File: config.mk
export PLATFORM = sky130hd
export DESIGN_NAME = tube_readout_ctrl
export DESIGN_NICKNAME = d
export VERILOG_FILES = /design/src/rtl/tube_readout_ctrl.sv
export SDC_FILE = /design/constraint.sdc
export NUM_CORES = 1
export LEC_CHECK = 0
export BUFFER_PORTS_ARGS = -buffer_cell sky130_fd_sc_hd__buf_2
export CORE_ASPECT_RATIO = 2
export CORE_MARGIN = 1
export CORE_UTILIZATION = 30
export DETAILED_ROUTE_END_ITERATION = 16
export MAX_ROUTING_LAYER = met4
export PLACE_DENSITY_LB_ADDON = 0.08
export SLEW_MARGIN = 20
export SYNTH_ARGS = -nofsm -noshare
export SYNTH_HDL_FRONTEND = slang
export SYNTH_SLANG_ARGS = --single-unit
File: constraint.sdc
create_clock -name clk -period 4.5 [get_ports clk]
set_input_delay 0.45 -clock clk [delete_from_list [all_inputs] [get_ports clk]]
set_output_delay 0.45 -clock clk [all_outputs]
set_load 0.005 [all_outputs]
File: src/rtl/tube_readout_ctrl.sv
// tube_readout_ctrl: opens a timing window on trigger, freezes and snapshots all tube counts,
// then streams one word per tube over valid/ready before re-clearing the bank.
module tube_readout_ctrl #(
    parameter int NUM_TUBES     = 8,
    parameter int CNT_W         = 9,
    parameter int WINDOW        = 400,
    parameter int CLR_CYCLES    = 2,
    parameter int ZERO_SUPPRESS = 0
) (
    input  logic                       clk,
    input  logic                       clr_n,
    input  logic                       trigger,
    input  logic [NUM_TUBES*CNT_W-1:0] tube_data,
    output logic                       tube_clr,
    output logic                       gate_enable,
    output logic                       out_valid,
    input  logic                       out_ready,
    output logic [3:0]                 out_tube,
    output logic                       out_hit,
    output logic [CNT_W-1:0]           out_count,
    output logic                       busy,
    output logic [7:0]                 missed_trig
);
    localparam int CC_W = (CLR_CYCLES > 1) ? $clog2(CLR_CYCLES) : 1;

    typedef enum logic [2:0] {IDLE, WIN, SNAP, READ, CLEAR} state_t;

    state_t                     state_q, state_d;
    logic [CNT_W-1:0]           wc_q, wc_d;
    logic [CC_W-1:0]            cc_q, cc_d;
    logic [NUM_TUBES*CNT_W-1:0] snap_q, snap_d;
    logic                       tube_clr_q, tube_clr_d;
    logic                       gate_q, gate_d;
    logic                       valid_q, valid_d;
    logic [3:0]                 tube_q, tube_d;
    logic                       hit_q, hit_d;
    logic [CNT_W-1:0]           count_q, count_d;
    logic                       busy_q, busy_d;
    logic [7:0]                 missed_q, missed_d;

    // Counts are already frozen during SNAP, so the first word is taken straight from tube_data.
    logic [NUM_TUBES*CNT_W-1:0] src;
    logic [4:0]                 start;
    logic                       found, sel_hit;
    logic [3:0]                 sel;
    logic [CNT_W-1:0]           sel_cnt;

    assign src   = (state_q == SNAP) ? tube_data : snap_q;
    assign start = (state_q == SNAP) ? 5'd0 : {1'b0, tube_q} + 5'd1;

    // Lowest eligible tube index at or above start.
    always_comb begin
        found   = 1'b0;
        sel     = '0;
        sel_hit = 1'b0;
        sel_cnt = '0;
        for (int i = NUM_TUBES - 1; i >= 0; i--) begin
            if (5'(i) >= start && (ZERO_SUPPRESS == 0 || src[i*CNT_W +: CNT_W] < CNT_W'(WINDOW))) begin
                found   = 1'b1;
                sel     = 4'(i);
                sel_cnt = src[i*CNT_W +: CNT_W];
                sel_hit = src[i*CNT_W +: CNT_W] < CNT_W'(WINDOW);
            end
        end
    end

    always_comb begin
        state_d    = state_q;
        wc_d       = wc_q;
        cc_d       = cc_q;
        snap_d     = snap_q;
        tube_clr_d = tube_clr_q;
        gate_d     = gate_q;
        valid_d    = valid_q;
        tube_d     = tube_q;
        hit_d      = hit_q;
        count_d    = count_q;
        missed_d   = (trigger && state_q != IDLE && missed_q != 8'hFF) ? missed_q + 8'd1 : missed_q;
        case (state_q)
            IDLE: if (trigger) begin
                state_d    = WIN;
                tube_clr_d = 1'b0;
                gate_d     = 1'b1;
                wc_d       = '0;
            end
            WIN: begin
                wc_d = wc_q + 1'b1;
                if (wc_q == CNT_W'(WINDOW - 1)) begin
                    gate_d  = 1'b0;
                    state_d = SNAP;
                end
            end
            SNAP, READ: if (state_q == SNAP || out_ready) begin
                snap_d = src;
                if (found) begin
                    state_d = READ;
                    valid_d = 1'b1;
                    tube_d  = sel;
                    hit_d   = sel_hit;
                    count_d = sel_cnt;
                end else begin
                    state_d    = CLEAR;
                    valid_d    = 1'b0;
                    tube_clr_d = 1'b1;
                    cc_d       = '0;
                end
            end
            CLEAR: if (cc_q == CC_W'(CLR_CYCLES - 1)) state_d = IDLE;
                   else cc_d = cc_q + 1'b1;
            default: state_d = IDLE;
        endcase
        busy_d = state_d != IDLE;
    end

    always_ff @(posedge clk or negedge clr_n) begin
        if (!clr_n) begin
            state_q    <= IDLE;
            wc_q       <= '0;
            cc_q       <= '0;
            snap_q     <= '0;
            tube_clr_q <= 1'b1;
            gate_q     <= 1'b0;
            valid_q    <= 1'b0;
            tube_q     <= '0;
            hit_q      <= 1'b0;
            count_q    <= '0;
            busy_q     <= 1'b0;
            missed_q   <= '0;
        end else begin
            state_q    <= state_d;
            wc_q       <= wc_d;
            cc_q       <= cc_d;
            snap_q     <= snap_d;
            tube_clr_q <= tube_clr_d;
            gate_q     <= gate_d;
            valid_q    <= valid_d;
            tube_q     <= tube_d;
            hit_q      <= hit_d;
            count_q    <= count_d;
            busy_q     <= busy_d;
            missed_q   <= missed_d;
        end
    end

    assign tube_clr    = tube_clr_q;
    assign gate_enable = gate_q;
    assign out_valid   = valid_q;
    assign out_tube    = tube_q;
    assign out_hit     = hit_q;
    assign out_count   = count_q;
    assign busy        = busy_q;
    assign missed_trig = missed_q;
endmodule

==> out/qor.csv, run 1 <==
metric;value;unit
outcome;finished clean;
multi_input_area;0.00247;mm²
design.core.area;0.0177;mm²
drive_gt1_share;21.3;%
finalInstanceArea;0.00637;mm²
avgSynthCellArea;9.14;µm²
synthesis.nets;672;
highest_layer;met4;
synth-async-reset-ratio;100;%
crit_type;flop to flop;
setup_violations;0;
clk_pin_slew;0.07;ns
hold_viol;0;
via_per_inst;5.12;
synth_top_family_by_area;simple AND/OR/NAND/NOR gates;
hold_buffers;0;
crit_slowest_cell;or3b_2;
powerDensity;738;mW/mm²
arrival;2.98;ns
synth-compound-area-share;15.3;%
critical_path_required;4.72;ns
cp_top_family;simple AND/OR/NAND/NOR gates;
end_kind;flop;
cts_resized;0;
holdCritPathClass;input pin to async pin;
post-place-cells;881;
tns;0;ns
synth-seq-cells;110;
grt_overflow_total;0;
wl_met2;8960;µm
place_area;0.00610;mm²
numCtsBuffers;9;
start_kind;flop;
fin_skew;0.00929;ns
areaGrowthSynthToFinish;17.6;%
grt_pass1_wl;25900;µm
num_antenna_cells;0;
vias;4594;
layout_min_cycle_time;2.77;ns
synthMuxAreaShare;4.87;%
gp_congestion;0.878;
r2r_setup_slack;1.73;ns
cts_setup_buffers;0;
fillers;1799;
rsz0062_at_grt;false;
path_cells;or3b_2 > nand2_1 > a22o_1 > a211oi_1 > o221ai_1;
clkLatencyLatePin;0.36;ns
antenna_found_initial;0;
fin_crit_sh;61.5;%
track_usage;18.7;%
wire_per_inst;18.2;µm
syn_inst;593;
seqCellArea;0.00275;mm²
final_cell_count_no_fill;897;
synthXorXnorAreaFrac;1.45;%
timing.slew.headroom;36.3;%
clockBufferDepth;2;
rows;69;
synth_flop_cell;dfrtp_1;
yosysUniqueCellTypes;62;
vdd_drop_max;278;µV
drt_pass1_iterations;5;
wl;16400;µm
htree_levels;3;
postRouteAntennaNets;0;
ys_seq_area_share;50.8;%
cts.sinks;110;
grt_max_degree;69;
die_w;97.0;µm
dieArea;0.0186;mm²
synthAdderAreaFrac;0.693;%
synth_edf_count;0;
max_freq;362;MHz
cts_root_buf;clkbuf_16;
drcViolationCount;0;
synthSimpleGateAreaFrac;23.1;%
max_stage_delay;0.74;ns
ios;102;
initial_core_util;30.6;%
dr_wl_met3;589;µm
layout.nets;758;
syn_area;0.00542;mm²
drt_iter0_drc;262;
max-cap-violations;0;
portBuffers;100;
die_h;192;µm
dp_hpwl;12600;µm
tightestPinTransition;0.952;ns
tritoncts;built;
critPathMaxFanout;40;
leakage;3.11;nW
maxSlewViolCount;0;
synth_warnings;0;
worst-path-buf-inv;0;
m1WireLength;6050;µm
first_global_vias;4850;
-- flip-flops by register name, summed over array words and instances (netlist names) --
signal	cells
busy	1
cc_q	1
gate_enable	1
missed_trig	8
out_count	9
out_hit	1
out_tube	3
out_valid	1
snap_q	72
state_q	3
tube_clr	1
wc_q	9
-- cell families after synthesis --
logic type	after synthesis
flip-flops	110
AND/OR/NAND/NOR	285
XOR/XNOR	9
adder cells (fa/ha/maj)	3
multiplexers	23
buffers and inverters	42
other	1
AO/OA/AOI/OAI	120
-- placed cells by master (no fill, tap or decap), types with 8 or more instances in the layout --
| cell | synthesis | layout |
|---|---|---|
| a211oi_1 | 8 | 8 |
| a21oi_1 | 16 | 16 |
| a31oi_1 | 8 | 8 |
| and3_1 | 13 | 13 |
| buf_2 | 17 | 99 |
| buf_4 | 3 | 12 |
| clkbuf_16 | 0 | 9 |
| dfrtp_1 | 109 | 109 |
| mux2_2 | 11 | 11 |
| mux2i_1 | 8 | 8 |
| nand2_1 | 199 | 199 |
| nand3_1 | 13 | 13 |
| nand4_1 | 10 | 10 |
| nor2_1 | 18 | 18 |
| o21ai_0 | 21 | 21 |
| o21ai_1 | 10 | 10 |
-- per-stage QoR --
step                hold slack (ns)  power, mW  worst slack (ns)  utilization, %
finish                        0.167       4.71              1.73            36.0
global route                  0.226       5.09              1.46            36.0
CTS                           0.193       4.77              1.73            36.0
detailed placement            0.458       3.99              1.76            34.5
global placement              0.462       3.96              1.83            34.5
floorplan                     0.154       3.24              2.52               -
-- worst register-to-register path: stages, from the launching register on --
cell      delay (ns)
dfrtp_1         0.61
or3b_2          0.75
nand2_1         0.52
a22o_1          0.35
a211oi_1        0.23
o221ai_1        0.16
-- synthesized netlist by cell type, types with 3 or more instances --
| cell type | count | area [µm²] |
|---|---|---|
| nor2_1 | 18 | 67.6 |
| o21ai_1 | 10 | 50.1 |
| nand2b_1 | 6 | 37.5 |
| a32o_1 | 5 | 50.1 |
| and3_1 | 13 | 81.3 |
| xnor2_1 | 7 | 61.3 |
| ha_1 | 3 | 37.5 |
| mux2_2 | 11 | 124 |
| buf_2 | 17 | 85.1 |
| o21ai_0 | 21 | 105 |
| nand2_1 | 199 | 747 |
| o221ai_1 | 5 | 43.8 |
| a31oi_1 | 8 | 50.1 |
| o31ai_1 | 4 | 30.0 |
| mux2i_1 | 8 | 80.1 |
| o211ai_1 | 6 | 45.0 |
| clkbuf_1 | 14 | 52.6 |
| nor2b_1 | 5 | 31.3 |
| buf_4 | 3 | 22.5 |
| o22ai_1 | 4 | 25.0 |
| o311a_1 | 3 | 30.0 |
| a211oi_1 | 8 | 60.1 |
| a22o_1 | 6 | 52.6 |
| a21o_1 | 7 | 52.6 |
| nand3_1 | 13 | 65.1 |
| dfrtp_1 | 109 | 2730 |
| nand4_1 | 10 | 62.6 |
| o311ai_0 | 3 | 26.3 |
| or3_1 | 5 | 31.3 |
| a21oi_1 | 16 | 80.1 |
| inv_1 | 5 | 18.8 |
-- final cells by class --
class / count / share of cell area, %
flip-flops and latches: 110 / 43.2
clock inverters: 4 / 0.393
repair buffers: 111 / 9.19
well taps: 213 / 4.18
clock buffers: 12 / 3.87
multi-input cells: 441 / 38.8
inverters: 6 / 0.353
-- metal layers --
| layer | track usage, % | vias up |
|---|---|---|
| met5 | - | - |
| met4 | 11.0 | 0 |
| met3 | 2.55 | 32 |
| met2 | 34.3 | 128 |
| met1 | 18.8 | 2189 |
| li1 | - | 2245 |
-- where the power goes --
| part | switching, mW | internal, mW | leakage [nW] |
|---|---|---|---|
| Clock | 0.361 | 0.390 | 0.129 |
| Combinational | 1.30 | 0.849 | 1.64 |
| Sequential | 0.366 | 1.44 | 1.34 |
| Total | 2.03 | 2.68 | 3.11 |
-- final timing paths --
path | from | to | cells after the start
setup reg to reg | state_q[2]$_DFF_PN0_ | out_count[1]$_DFFE_PN0P_ | 5
min in group clk | tube_data[57] | snap_q[57]$_DFFE_PN0P_ | 3
max in group asynchronous | clr_n | snap_q[39]$_DFFE_PN0P_ | 2
hold / removal | clr_n | out_count[8]$_DFFE_PN0P_ | 2
setup / recovery | state_q[2]$_DFF_PN0_ | out_count[1]$_DFFE_PN0P_ | 5
hold reg to reg | snap_q[9]$_DFFE_PN0P_ | snap_q[9]$_DFFE_PN0P_ | 2
Note: power is estimated with default switching activity, not from simulation.
==> run 2: changes to the inputs <==
- clock period: 4.5 -> 2.45 ns (I/O delays scaled with it)
==> out/qor.csv, run 2 (synthesized netlist as in run 1, its figures left out) <==
metric;value;unit
outcome;finished clean;
htree_levels;3;
crit_type;flop to flop;
drcViolationCount;0;
grt_pass1_wl;26900;µm
fin_skew;0.0112;ns
cts_resized;0;
start_kind;flop;
largest-register;snap_q;
tightestPinTransition;0.502;ns
cp_top_family;simple AND/OR/NAND/NOR gates;
gp_congestion;0.846;
holdCritPathClass;input pin to flop;
vdd_drop_max;461;µV
finalInstanceArea;0.00656;mm²
rsz0062_at_grt;false;
timing.slew.headroom;66.5;%
r2r_setup_slack;0.22;ns
largest_reg_flops;72;
fin_worst_hold_slack;0.0700;ns
tritoncts;built;
m1WireLength;6470;µm
layout_min_cycle_time;2.23;ns
path_cells;or3b_2 > nand2_1 > nand2_1 > o21ai_0 > o221ai_1;
fillers;1815;
place_ws;0.250;ns
crit_top_cell;nand2_1;
first_global_vias;5013;
hold_viol;0;
num_antenna_cells;0;
die_w;97.0;µm
fin_util;37.1;%
die_h;192;µm
cts.sinks;110;
antenna_found_initial;0;
drt_pass1_iterations;6;
grt_max_degree;49;
power;8.98;mW
wl;16600;µm
areaGrowthSynthToFinish;21.1;%
final_cell_mix;nand2_1 (199), dfrtp_1 (109), buf_2 (99);
setup_violations;0;
critical_path_required;2.67;ns
clockBufferDepth;2;
drive_gt1_share;23.5;%
cts_setup_buffers;0;
dieArea;0.0186;mm²
powerDensity;1370;mW/mm²
final_common_cell;nand2_1;
dp_hpwl;12900;µm
layout.nets;777;
highest_layer;met4;
grt_overflow_total;0;
max_freq;448;MHz
vias;4620;
max_stage_delay;0.66;ns
drt_iter0_drc;201;
tns;0;ns
rows;69;
via_per_inst;5.04;
postRouteAntennaNets;0;
track_usage;19.3;%
wl_met2;9070;µm
fin_crit_sh;91.2;%
place_area;0.00626;mm²
hold_buffers;1;
post-place-cells;899;
ios;102;
dr_wl_met3;438;µm
crit_slowest_cell;or3b_2;
numCtsBuffers;9;
wire_per_inst;18.1;µm
cts_root_buf;clkbuf_16;
portBuffers;100;
max-cap-violations;0;
end_kind;flop;
leakage;3.21;nW
critPathMaxFanout;15;
final_cell_count_no_fill;916;
clk_pin_slew;0.07;ns
worst-path-buf-inv;0;
fin_ws;0.216;ns
clkLatencyLatePin;0.36;ns
design.core.area;0.0177;mm²
initial_core_util;30.6;%
arrival;2.46;ns
maxSlewViolCount;0;
## run 2: cell count changes in the layout (fill, tap and decap cells not counted)
cell	delta
buf_12	+2
buf_4	+16
clkbuf_1	-1
clkbuf_8	+1
clkinv_2	-2
clkinv_4	+1
clkinvlp_4	+1
dlygate4sd3_1	+1
## run 2: layout make-up
class / instances / area (µm²) / share of cell area, %
multi-input cells: 441 / 2470 / 37.7
flip-flops and latches: 110 / 2750 / 42.0
repair buffers: 130 / 756 / 11.5
well taps: 213 / 267 / 4.06
inverters: 6 / 22.5 / 0.343
clock inverters: 4 / 31.3 / 0.477
clock buffers: 12 / 256 / 3.91
## run 2: where the power goes
group / total, mW / switching [mW] / internal, mW
combinational: 4.28 / 2.51 / 1.76
clock: 1.44 / 0.691 / 0.749
sequential: 3.26 / 0.611 / 2.65
## run 2: metal layers
layer | global-route usage (%) | up-vias
li1 | - | 2282
met1 | 20.7 | 2213
met2 | 34.7 | 99
met3 | 2.69 | 26
met4 | 9.13 | 0
met5 | - | -
## run 2: worst register-to-register path, stage by stage, from the launching register on
cell and delay [ns]:
dfrtp_1 0.42, or3b_2 0.66, nand2_1 0.33, nand2_1 0.30, o21ai_0 0.25, o221ai_1 0.13
## run 2: path summary, 6_finish.rpt
kind                                    startpoint                       end  cells after the start
min in group asynchronous                    clr_n    snap_q[15]$_DFFE_PN0P_                      2
max reg2reg                   state_q[0]$_DFF_PN0_  out_count[3]$_DFFE_PN0P_                      5
max in group asynchronous                    clr_n      tube_clr$_DFFE_PN1P_                      3
min                                  tube_data[27]    snap_q[27]$_DFFE_PN0P_                      3
min reg2reg                gate_enable$_DFFE_PN0P_   gate_enable$_DFFE_PN0P_                      2
max                           state_q[0]$_DFF_PN0_  out_count[3]$_DFFE_PN0P_                      5
